[src/rtl/crono_ctrl_multi_pkg.sv]
`default_nettype none
// ============================================================================
// Package  : crono_pkg
// Brief    : Shared types and command codes for the multi-channel
//            chronometer controller.
// Revision : 1.0 - initial release
// ============================================================================
package crono_pkg;

    // Per-channel sequence states
    typedef enum logic [2:0] {
        CH_IDLE      = 3'd0,
        CH_REQ_START = 3'd1,
        CH_START_WR  = 3'd2,
        CH_RUN       = 3'd3,
        CH_REQ_STOP  = 3'd4,
        CH_STOP_WR   = 3'd5,
        CH_RING      = 3'd6
    } chan_state_e;

    // Shared command-writer states
    typedef enum logic [1:0] {
        WR_IDLE  = 2'd0,
        WR_WRITE = 2'd1,
        WR_GAP   = 2'd2
    } wr_state_e;

    localparam logic [2:0] CMD_START = 3'b101;
    localparam logic [2:0] CMD_STOP  = 3'b110;
    localparam logic [2:0] CMD_NONE  = 3'b000;

    // RTC address of a channel; wraps modulo 256
    function automatic logic [7:0] chan_dir(input logic [7:0] base, input int c);
        return base + 8'(c);
    endfunction

endpackage
`default_nettype wire

[src/rtl/crono_ctrl_multi_if.sv]
`default_nettype none
// ============================================================================
// Interface: crono_ctrl_multi_if
// Brief    : Button/readback inputs and RTC command bus of the
//            multi-channel chronometer controller.
// Revision : 1.0 - initial release
// ============================================================================
interface crono_ctrl_multi_if #(
    parameter int NCH = 2
);
    logic [NCH-1:0] push;
    logic [NCH-1:0] crono_end;
    logic           WR_inistop;
    logic [2:0]     inistop;
    logic [7:0]     dir;
    logic [NCH-1:0] ring;
    logic [NCH-1:0] busy;

    // Controller side
    modport master (
        input  push, crono_end,
        output WR_inistop, inistop, dir, ring, busy
    );

    // Environment side (buttons, RTC bus, alarm)
    modport slave (
        output push, crono_end,
        input  WR_inistop, inistop, dir, ring, busy
    );
endinterface
`default_nettype wire

[src/rtl/crono_ctrl_multi_chan.sv]
`default_nettype none
// ============================================================================
// Module   : crono_chan
// Brief    : One chronometer channel: push edge detector, start/run/stop/
//            ring sequence FSM and optional ring auto-silence timer.
// Revision : 1.0 - initial release
// ============================================================================
module crono_chan
    import crono_pkg::*;
#(
    parameter int RING_TIMEOUT = 0
) (
    input  wire logic clk,
    input  wire logic reset,
    input  wire logic i_push,
    input  wire logic i_crono_end,
    input  wire logic i_grant,
    input  wire logic i_done,
    output logic      o_req,
    output logic      o_is_stop,
    output logic      o_ring,
    output logic      o_busy
);

    localparam int c_RCNT_W = (RING_TIMEOUT > 0) ? $clog2(RING_TIMEOUT + 1) : 1;

    chan_state_e         r_state;
    chan_state_e         w_next;
    logic                r_push_q;
    logic                r_abort;
    logic                w_abort_next;
    logic [c_RCNT_W-1:0] r_ring_cnt;
    logic                w_push_edge;
    logic                w_ring_expired;

    assign w_push_edge    = i_push & ~r_push_q;
    assign w_ring_expired = (RING_TIMEOUT != 0) && (int'(r_ring_cnt) == RING_TIMEOUT - 1);

    assign o_req     = (r_state == CH_REQ_START) || (r_state == CH_REQ_STOP);
    assign o_is_stop = (r_state == CH_REQ_STOP);

    // Next-state and abort-flag logic; crono_end outranks a push in RUN
    always_comb begin
        w_next       = r_state;
        w_abort_next = r_abort;
        case (r_state)
            CH_IDLE:      if (w_push_edge) w_next = CH_REQ_START;
            CH_REQ_START: if (i_grant) w_next = CH_START_WR;
            CH_START_WR:  if (i_done) w_next = CH_RUN;
            CH_RUN: begin
                if (i_crono_end) begin
                    w_next       = CH_REQ_STOP;
                    w_abort_next = 1'b0;
                end else if (w_push_edge) begin
                    w_next       = CH_REQ_STOP;
                    w_abort_next = 1'b1;
                end
            end
            CH_REQ_STOP:  if (i_grant) w_next = CH_STOP_WR;
            CH_STOP_WR:   if (i_done) w_next = r_abort ? CH_IDLE : CH_RING;
            CH_RING:      if (w_push_edge || w_ring_expired) w_next = CH_IDLE;
            default:      w_next = CH_IDLE;
        endcase
    end

    // State, edge-detector history, ring timer and registered outputs
    always_ff @(posedge clk) begin
        if (reset) begin
            r_state    <= CH_IDLE;
            r_push_q   <= 1'b0;
            r_abort    <= 1'b0;
            r_ring_cnt <= '0;
            o_ring     <= 1'b0;
            o_busy     <= 1'b0;
        end else begin
            r_state  <= w_next;
            r_push_q <= i_push;
            r_abort  <= w_abort_next;
            o_ring   <= (w_next == CH_RING);
            o_busy   <= (w_next != CH_IDLE);
            // Counter is held at zero outside RING so each ring starts fresh
            if (r_state != CH_RING)
                r_ring_cnt <= '0;
            else if (RING_TIMEOUT != 0)
                r_ring_cnt <= r_ring_cnt + c_RCNT_W'(1);
        end
    end

endmodule
`default_nettype wire

[src/rtl/crono_ctrl_multi.sv]
`default_nettype none
// ============================================================================
// Module   : crono_ctrl_multi
// Brief    : NCH chronometer channels sharing one RTC command writer,
//            granted round-robin.
// Revision : 1.0 - initial release
// ============================================================================
module crono_ctrl_multi
    import crono_pkg::*;
#(
    parameter int         NCH          = 2,
    parameter int         HOLD_CYCLES  = 511,
    parameter logic [7:0] DIR_BASE     = 8'h00,
    parameter int         RING_TIMEOUT = 0
) (
    input wire logic          clk,
    input wire logic          reset,
    crono_ctrl_multi_if.master bus
);

    localparam int c_HCNT_W = $clog2(HOLD_CYCLES + 1);
    localparam int c_PTR_W  = (NCH > 1) ? $clog2(NCH) : 1;

    logic [NCH-1:0]     w_req;
    logic [NCH-1:0]     w_is_stop;
    logic [NCH-1:0]     w_grant;
    logic [NCH-1:0]     w_done;
    logic [NCH-1:0]     w_ring;
    logic [NCH-1:0]     w_busy;

    wr_state_e          r_wstate;
    logic [c_HCNT_W-1:0] r_hold_cnt;
    logic [c_PTR_W-1:0] r_ptr;
    logic [c_PTR_W-1:0] r_owner;
    logic               r_wr;
    logic [2:0]         r_inistop;
    logic [7:0]         r_dir;

    logic               w_wr_free;
    logic               w_gnt_any;
    logic               w_gnt_valid;
    logic [c_PTR_W-1:0] w_gnt_idx;
    logic               w_gnt_stop;
    logic [c_PTR_W-1:0] w_ptr_next;
    logic               w_last;

    generate
        for (genvar gi = 0; gi < NCH; gi++) begin : g_chan
            crono_chan #(
                .RING_TIMEOUT (RING_TIMEOUT)
            ) u_chan (
                .clk         (clk),
                .reset       (reset),
                .i_push      (bus.push[gi]),
                .i_crono_end (bus.crono_end[gi]),
                .i_grant     (w_grant[gi]),
                .i_done      (w_done[gi]),
                .o_req       (w_req[gi]),
                .o_is_stop   (w_is_stop[gi]),
                .o_ring      (w_ring[gi]),
                .o_busy      (w_busy[gi])
            );
        end
    endgenerate

    // The GAP cycle is already low on the bus, so a new grant may be issued
    // during it; this keeps back-to-back commands exactly one cycle apart.
    assign w_wr_free   = (r_wstate == WR_IDLE) || (r_wstate == WR_GAP);
    assign w_gnt_valid = w_gnt_any & w_wr_free;
    assign w_last      = (int'(r_hold_cnt) == HOLD_CYCLES - 1);
    assign w_ptr_next  = (int'(w_gnt_idx) == NCH - 1) ? '0 : w_gnt_idx + c_PTR_W'(1);

    // Round-robin search starting at the pointer; first requester wins
    always_comb begin
        w_gnt_any  = 1'b0;
        w_gnt_idx  = '0;
        w_gnt_stop = 1'b0;
        for (int i = 0; i < NCH; i++) begin
            for (int j = 0; j < NCH; j++) begin
                if (!w_gnt_any && w_req[j] && (j == (int'(r_ptr) + i) % NCH)) begin
                    w_gnt_any  = 1'b1;
                    w_gnt_idx  = c_PTR_W'(j);
                    w_gnt_stop = w_is_stop[j];
                end
            end
        end
    end

    // Per-channel grant and completion strobes
    always_comb begin
        w_grant = '0;
        w_done  = '0;
        for (int j = 0; j < NCH; j++) begin
            w_grant[j] = w_gnt_valid && (w_gnt_idx == c_PTR_W'(j));
            w_done[j]  = (r_wstate == WR_WRITE) && w_last && (r_owner == c_PTR_W'(j));
        end
    end

    // Shared writer: WRITE for HOLD_CYCLES, one GAP cycle, then free
    always_ff @(posedge clk) begin
        if (reset) begin
            r_wstate   <= WR_IDLE;
            r_hold_cnt <= '0;
            r_ptr      <= '0;
            r_owner    <= '0;
            r_wr       <= 1'b0;
            r_inistop  <= CMD_NONE;
            r_dir      <= 8'h00;
        end else begin
            case (r_wstate)
                WR_WRITE: begin
                    if (w_last) begin
                        r_wstate  <= WR_GAP;
                        r_wr      <= 1'b0;
                        r_inistop <= CMD_NONE;
                        r_dir     <= 8'h00;
                    end else begin
                        r_hold_cnt <= r_hold_cnt + c_HCNT_W'(1);
                    end
                end
                default: begin
                    if (w_gnt_valid) begin
                        r_wstate   <= WR_WRITE;
                        r_hold_cnt <= '0;
                        r_owner    <= w_gnt_idx;
                        r_ptr      <= w_ptr_next;
                        r_wr       <= 1'b1;
                        r_inistop  <= w_gnt_stop ? CMD_STOP : CMD_START;
                        r_dir      <= chan_dir(DIR_BASE, int'(w_gnt_idx));
                    end else begin
                        r_wstate  <= WR_IDLE;
                        r_wr      <= 1'b0;
                        r_inistop <= CMD_NONE;
                        r_dir     <= 8'h00;
                    end
                end
            endcase
        end
    end

    assign bus.WR_inistop = r_wr;
    assign bus.inistop    = r_inistop;
    assign bus.dir        = r_dir;
    assign bus.ring       = w_ring;
    assign bus.busy       = w_busy;

endmodule
`default_nettype wire
[src/flat_wrapper.sv]
// flat-port wrapper written by rule: the top's interface ports become plain ports
module crono_ctrl_multi_flat import crono_pkg::*;
#(
    parameter int         NCH          = 2,
    parameter int         HOLD_CYCLES  = 511,
    parameter logic [7:0] DIR_BASE     = 8'h00,
    parameter int         RING_TIMEOUT = 0
)
  (clk, reset, bus_push, bus_crono_end, bus_WR_inistop, bus_inistop, bus_dir, bus_ring, bus_busy);
  crono_ctrl_multi_if #(.NCH(NCH)) bus_i ();
  input wire logic clk;
  input wire logic reset;
  input wire logic [$bits(bus_i.push)-1:0] bus_push;
  input wire logic [$bits(bus_i.crono_end)-1:0] bus_crono_end;
  output wire logic [$bits(bus_i.WR_inistop)-1:0] bus_WR_inistop;
  output wire logic [$bits(bus_i.inistop)-1:0] bus_inistop;
  output wire logic [$bits(bus_i.dir)-1:0] bus_dir;
  output wire logic [$bits(bus_i.ring)-1:0] bus_ring;
  output wire logic [$bits(bus_i.busy)-1:0] bus_busy;
  assign bus_i.push = bus_push;
  assign bus_i.crono_end = bus_crono_end;
  assign bus_WR_inistop = bus_i.WR_inistop;
  assign bus_inistop = bus_i.inistop;
  assign bus_dir = bus_i.dir;
  assign bus_ring = bus_i.ring;
  assign bus_busy = bus_i.busy;
  crono_ctrl_multi #(.NCH(NCH), .HOLD_CYCLES(HOLD_CYCLES), .DIR_BASE(DIR_BASE), .RING_TIMEOUT(RING_TIMEOUT)) u_core (.clk(clk), .reset(reset), .bus(bus_i));
endmodule
[config.mk]
export PLATFORM = sky130hd
export DESIGN_NAME = crono_ctrl_multi_flat
export DESIGN_NICKNAME = d
export VERILOG_FILES = /design/src/rtl/crono_ctrl_multi_pkg.sv /design/src/rtl/crono_ctrl_multi_if.sv /design/src/rtl/crono_ctrl_multi_chan.sv /design/src/rtl/crono_ctrl_multi.sv /design/src/flat_wrapper.sv
export SDC_FILE = /design/constraint.sdc
export NUM_CORES = 1
export LEC_CHECK = 0
export BUFFER_PORTS_ARGS = -buffer_cell sky130_fd_sc_hd__buf_2
export CAP_MARGIN = 20
export CORE_UTILIZATION = 60
export DETAILED_ROUTE_END_ITERATION = 6
export GPL_ROUTABILITY_DRIVEN = 0
export PLACE_DENSITY = 0.83
export REMOVE_ABC_BUFFERS = 1
export SLEW_MARGIN = 10
export SYNTH_ARGS = -nofsm -noshare
export SYNTH_HDL_FRONTEND = slang
export SYNTH_SLANG_ARGS = --single-unit
[constraint.sdc]
create_clock -name clk -period 3.7 [get_ports clk]
set_input_delay 0.555 -clock clk [delete_from_list [all_inputs] [get_ports clk]]
set_output_delay 0.555 -clock clk [all_outputs]
set_load 0.05 [all_outputs]
==> impl_metrics.ini <==
[critical_path]
required_ns = 3.92
critical_path_arrival_ns = 2.22
crit_fanout = 8
cp-end-kind = register
start_kind = register
path_class = register to register

[place]
numPortBuffers = 14
dpl_worst_slack_ns = 1.61
dpl.hpwl_um = 2310

[logic_synthesis]
ys_warn_count = 0
syn_area_um2 = 1640
synthFlopType = dfxtp_1
syn_area_per_cell_um2 = 8.18
yosysUniqueCellTypes = 50
ys_ff_latch = 30
synthesis.instances = 201
postSynth.asyncResetShare_pct = 0
synth_edf_count = 0
yosysSeqAreaShare_pct = 36.5

[layout]
fin_util_pct = 67.5
diodes = 0
area_growth_pct = 3.50
nNetsFinal = 214
final_cell_mix = dfxtp_1, nor2_1, buf_2
layout_commonest_cell = dfxtp_1
drive_above_1_share_pct = 14.0

[drt]
vias = 1388
avgRoutedWirePerCell_um = 12.9
dr.pass1.iters = 5
drt_drc_violations_left = 0
drt-total-wl_um = 3050
antenna_left = 0
vias_per_cell = 5.86
drt_iter0_drc = 29

[global_routing]
grt_use_total_pct = 23.5
grt_pass1_vias = 1146
grt_overflow = 0
antenna_found_initial = 0
grt_pass1_wl_um = 4930
grt_start_max_net_pins = 18

[sta]
rsz0062_at_grt = false
worst_pin_slew_ns = 0.565
worst_slack_ns = 1.70
final-setup-viol-count = 0
holdWs_ns = 0.449
hold_viol_final = 0
timing.final.crit_period_ns = 2.00
finalCritPeriodShare_pct = 54.0
setup_tns_ns = 0
fin_worst_skew_ns = 0.00404
maxSlewHeadroom_pct = 62.3
maxSlewViolCount = 0
fmaxAchievable_mhz = 500

[clock_network]
cts_setup_buffers = 0
cts_made_buffers = 5
cts-root-buf = clkbuf_4
cts_hold_buf = 0
cts_tree = done
clk_latency_ns = 0.32
clock_sink_count = 30
clkTransAtPathRegs_ns = 0.09
clock_tree.buffer_depth = 2
cts_resized = 0
htree_levels = 2

[floorplan]
core_area_um2 = 2520
pin_count = 22
die_w_um = 54.3
dieArea_um2 = 2950
rows = 18
start_util_pct = 65.2
die_h_um = 54.3

[pwr]
vdd.ir_drop.worst_mv = 0.365
p_total_uw = 858
powerDensity_nw_per_um2 = 504
leakagePower_uw = 0.000614

[flow_run]
max_cap_viol_count = 0

[min_path]
hp-class = primary input to register

[outcome]
status = complete, no violations
-- worst max-delay path, stage by stage (launching register included) --
cell,delay [ns]
dfxtp_1,0.41
inv_1,0.06
ha_1,0.20
and4_1,0.23
a21oi_2,0.34
a21oi_2,0.14
nor4_1,0.32
xnor2_1,0.16
nor2_1,0.05
-- final cells by class --
| type | instances | area, um2 |
|---|---|---|
| Tap cell | 30 | 37.5 |
| Timing Repair Buffer | 14 | 70.1 |
| Fill cell | 245 | 821 |
| Clock buffer | 7 | 55.1 |
| Sequential cell | 30 | 601 |
| Inverter | 7 | 26.3 |
| Clock inverter | 1 | 5.00 |
| Multi-Input combinational cell | 148 | 907 |
-- Yosys cell counts (all sizes together) (2+ instances only) --
cell type  instances  area [um2]
nor2b              9        56.3
o21ai              6        30.0
and4               2        17.5
o22ai              2        12.5
xor2               2        17.5
inv                7        26.3
nor2              23        86.3
ha                 2        25.0
xnor2              7        68.8
or2                2        12.5
nand2b             5        31.3
or3                2        12.5
nor4               4        31.3
a31oi              4        25.0
clkbuf             6        22.5
dfxtp             30         601
nor3              11        66.3
nand3              2        10.0
mux2i              3        30.0
o21a               2        15.0
a311oi             3        26.3
buf               16         110
a211oi             2        15.0
o32ai              2        17.5
nand4              4        25.0
nand2             13        48.8
a21oi             14        77.6
-- state kept, by name, indices dropped and copies added (netlist names) --
name / count
u_core.r_hold_cnt: 9
u_core.g_chan.u_chan.r_state: 6
u_core.r_ptr: 1
u_core.g_chan.u_chan.o_busy: 2
u_core.bus.inistop: 2
u_core.g_chan.u_chan.r_push_q: 2
u_core.r_owner: 1
u_core.r_wstate: 2
u_core.bus.dir: 1
u_core.g_chan.u_chan.r_abort: 2
u_core.g_chan.u_chan.o_ring: 2
-- final timing paths --
path                             start                              end  slack (ns)  depth (start not counted)
setup / recovery  u_core.r_hold_cnt[0]             u_core.r_hold_cnt[5]        1.70                          8
hold reg to reg      u_core.bus.dir[0]                u_core.bus.dir[0]        0.48                          2
setup reg to reg  u_core.r_hold_cnt[0]             u_core.r_hold_cnt[5]        1.70                          8
hold / removal        bus_crono_end[0]  u_core.g_chan[0].u_chan.r_abort        0.45                          2
-- kinds of logic (layout without fill, tap and decap cells) --
family	count (synthesis)	count (layout)	synth area share (%)
AND/OR/NAND/NOR	82	82	26.4
XOR/XNOR	9	9	5.25
other	1	7	0.228
adder cells (fa/ha/maj)	2	2	1.52
AO/OA/AOI/OAI	44	44	17.9
multiplexers	4	4	2.51
flip-flops	30	30	36.5
buffers and inverters	29	29	9.67
-- stage by stage --
stage / area, um2 / std cells
after floorplan: 1530 / 185
after global placement: 1640 / 229
after detailed placement: 1640 / 229
after CTS: 1700 / 237
after global routing: 1700 / 237
final: 1700 / 237
-- power breakdown --
group	total (uW)	leakage, uW	switching (uW)	internal, uW
Combinational	259	0.000335	174	84.8
Sequential	403	0.000244	50.0	353
Clock	197	0.0000353	105	91.9
-- layer usage --
metal | vias to the layer above | share of wire, % | GRT usage [%] | routed length [um]
li1 | 702 | - | - | -
met1 | 640 | 44 | 27.5 | 1340
met2 | 40 | 49 | 39.6 | 1500
met3 | 6 | 5.6 | 7.78 | 172
met4 | 0 | 1.2 | 8.55 | 36
met5 | - | 0 | 0 | 0
Power figures use the tool's default switching activity.
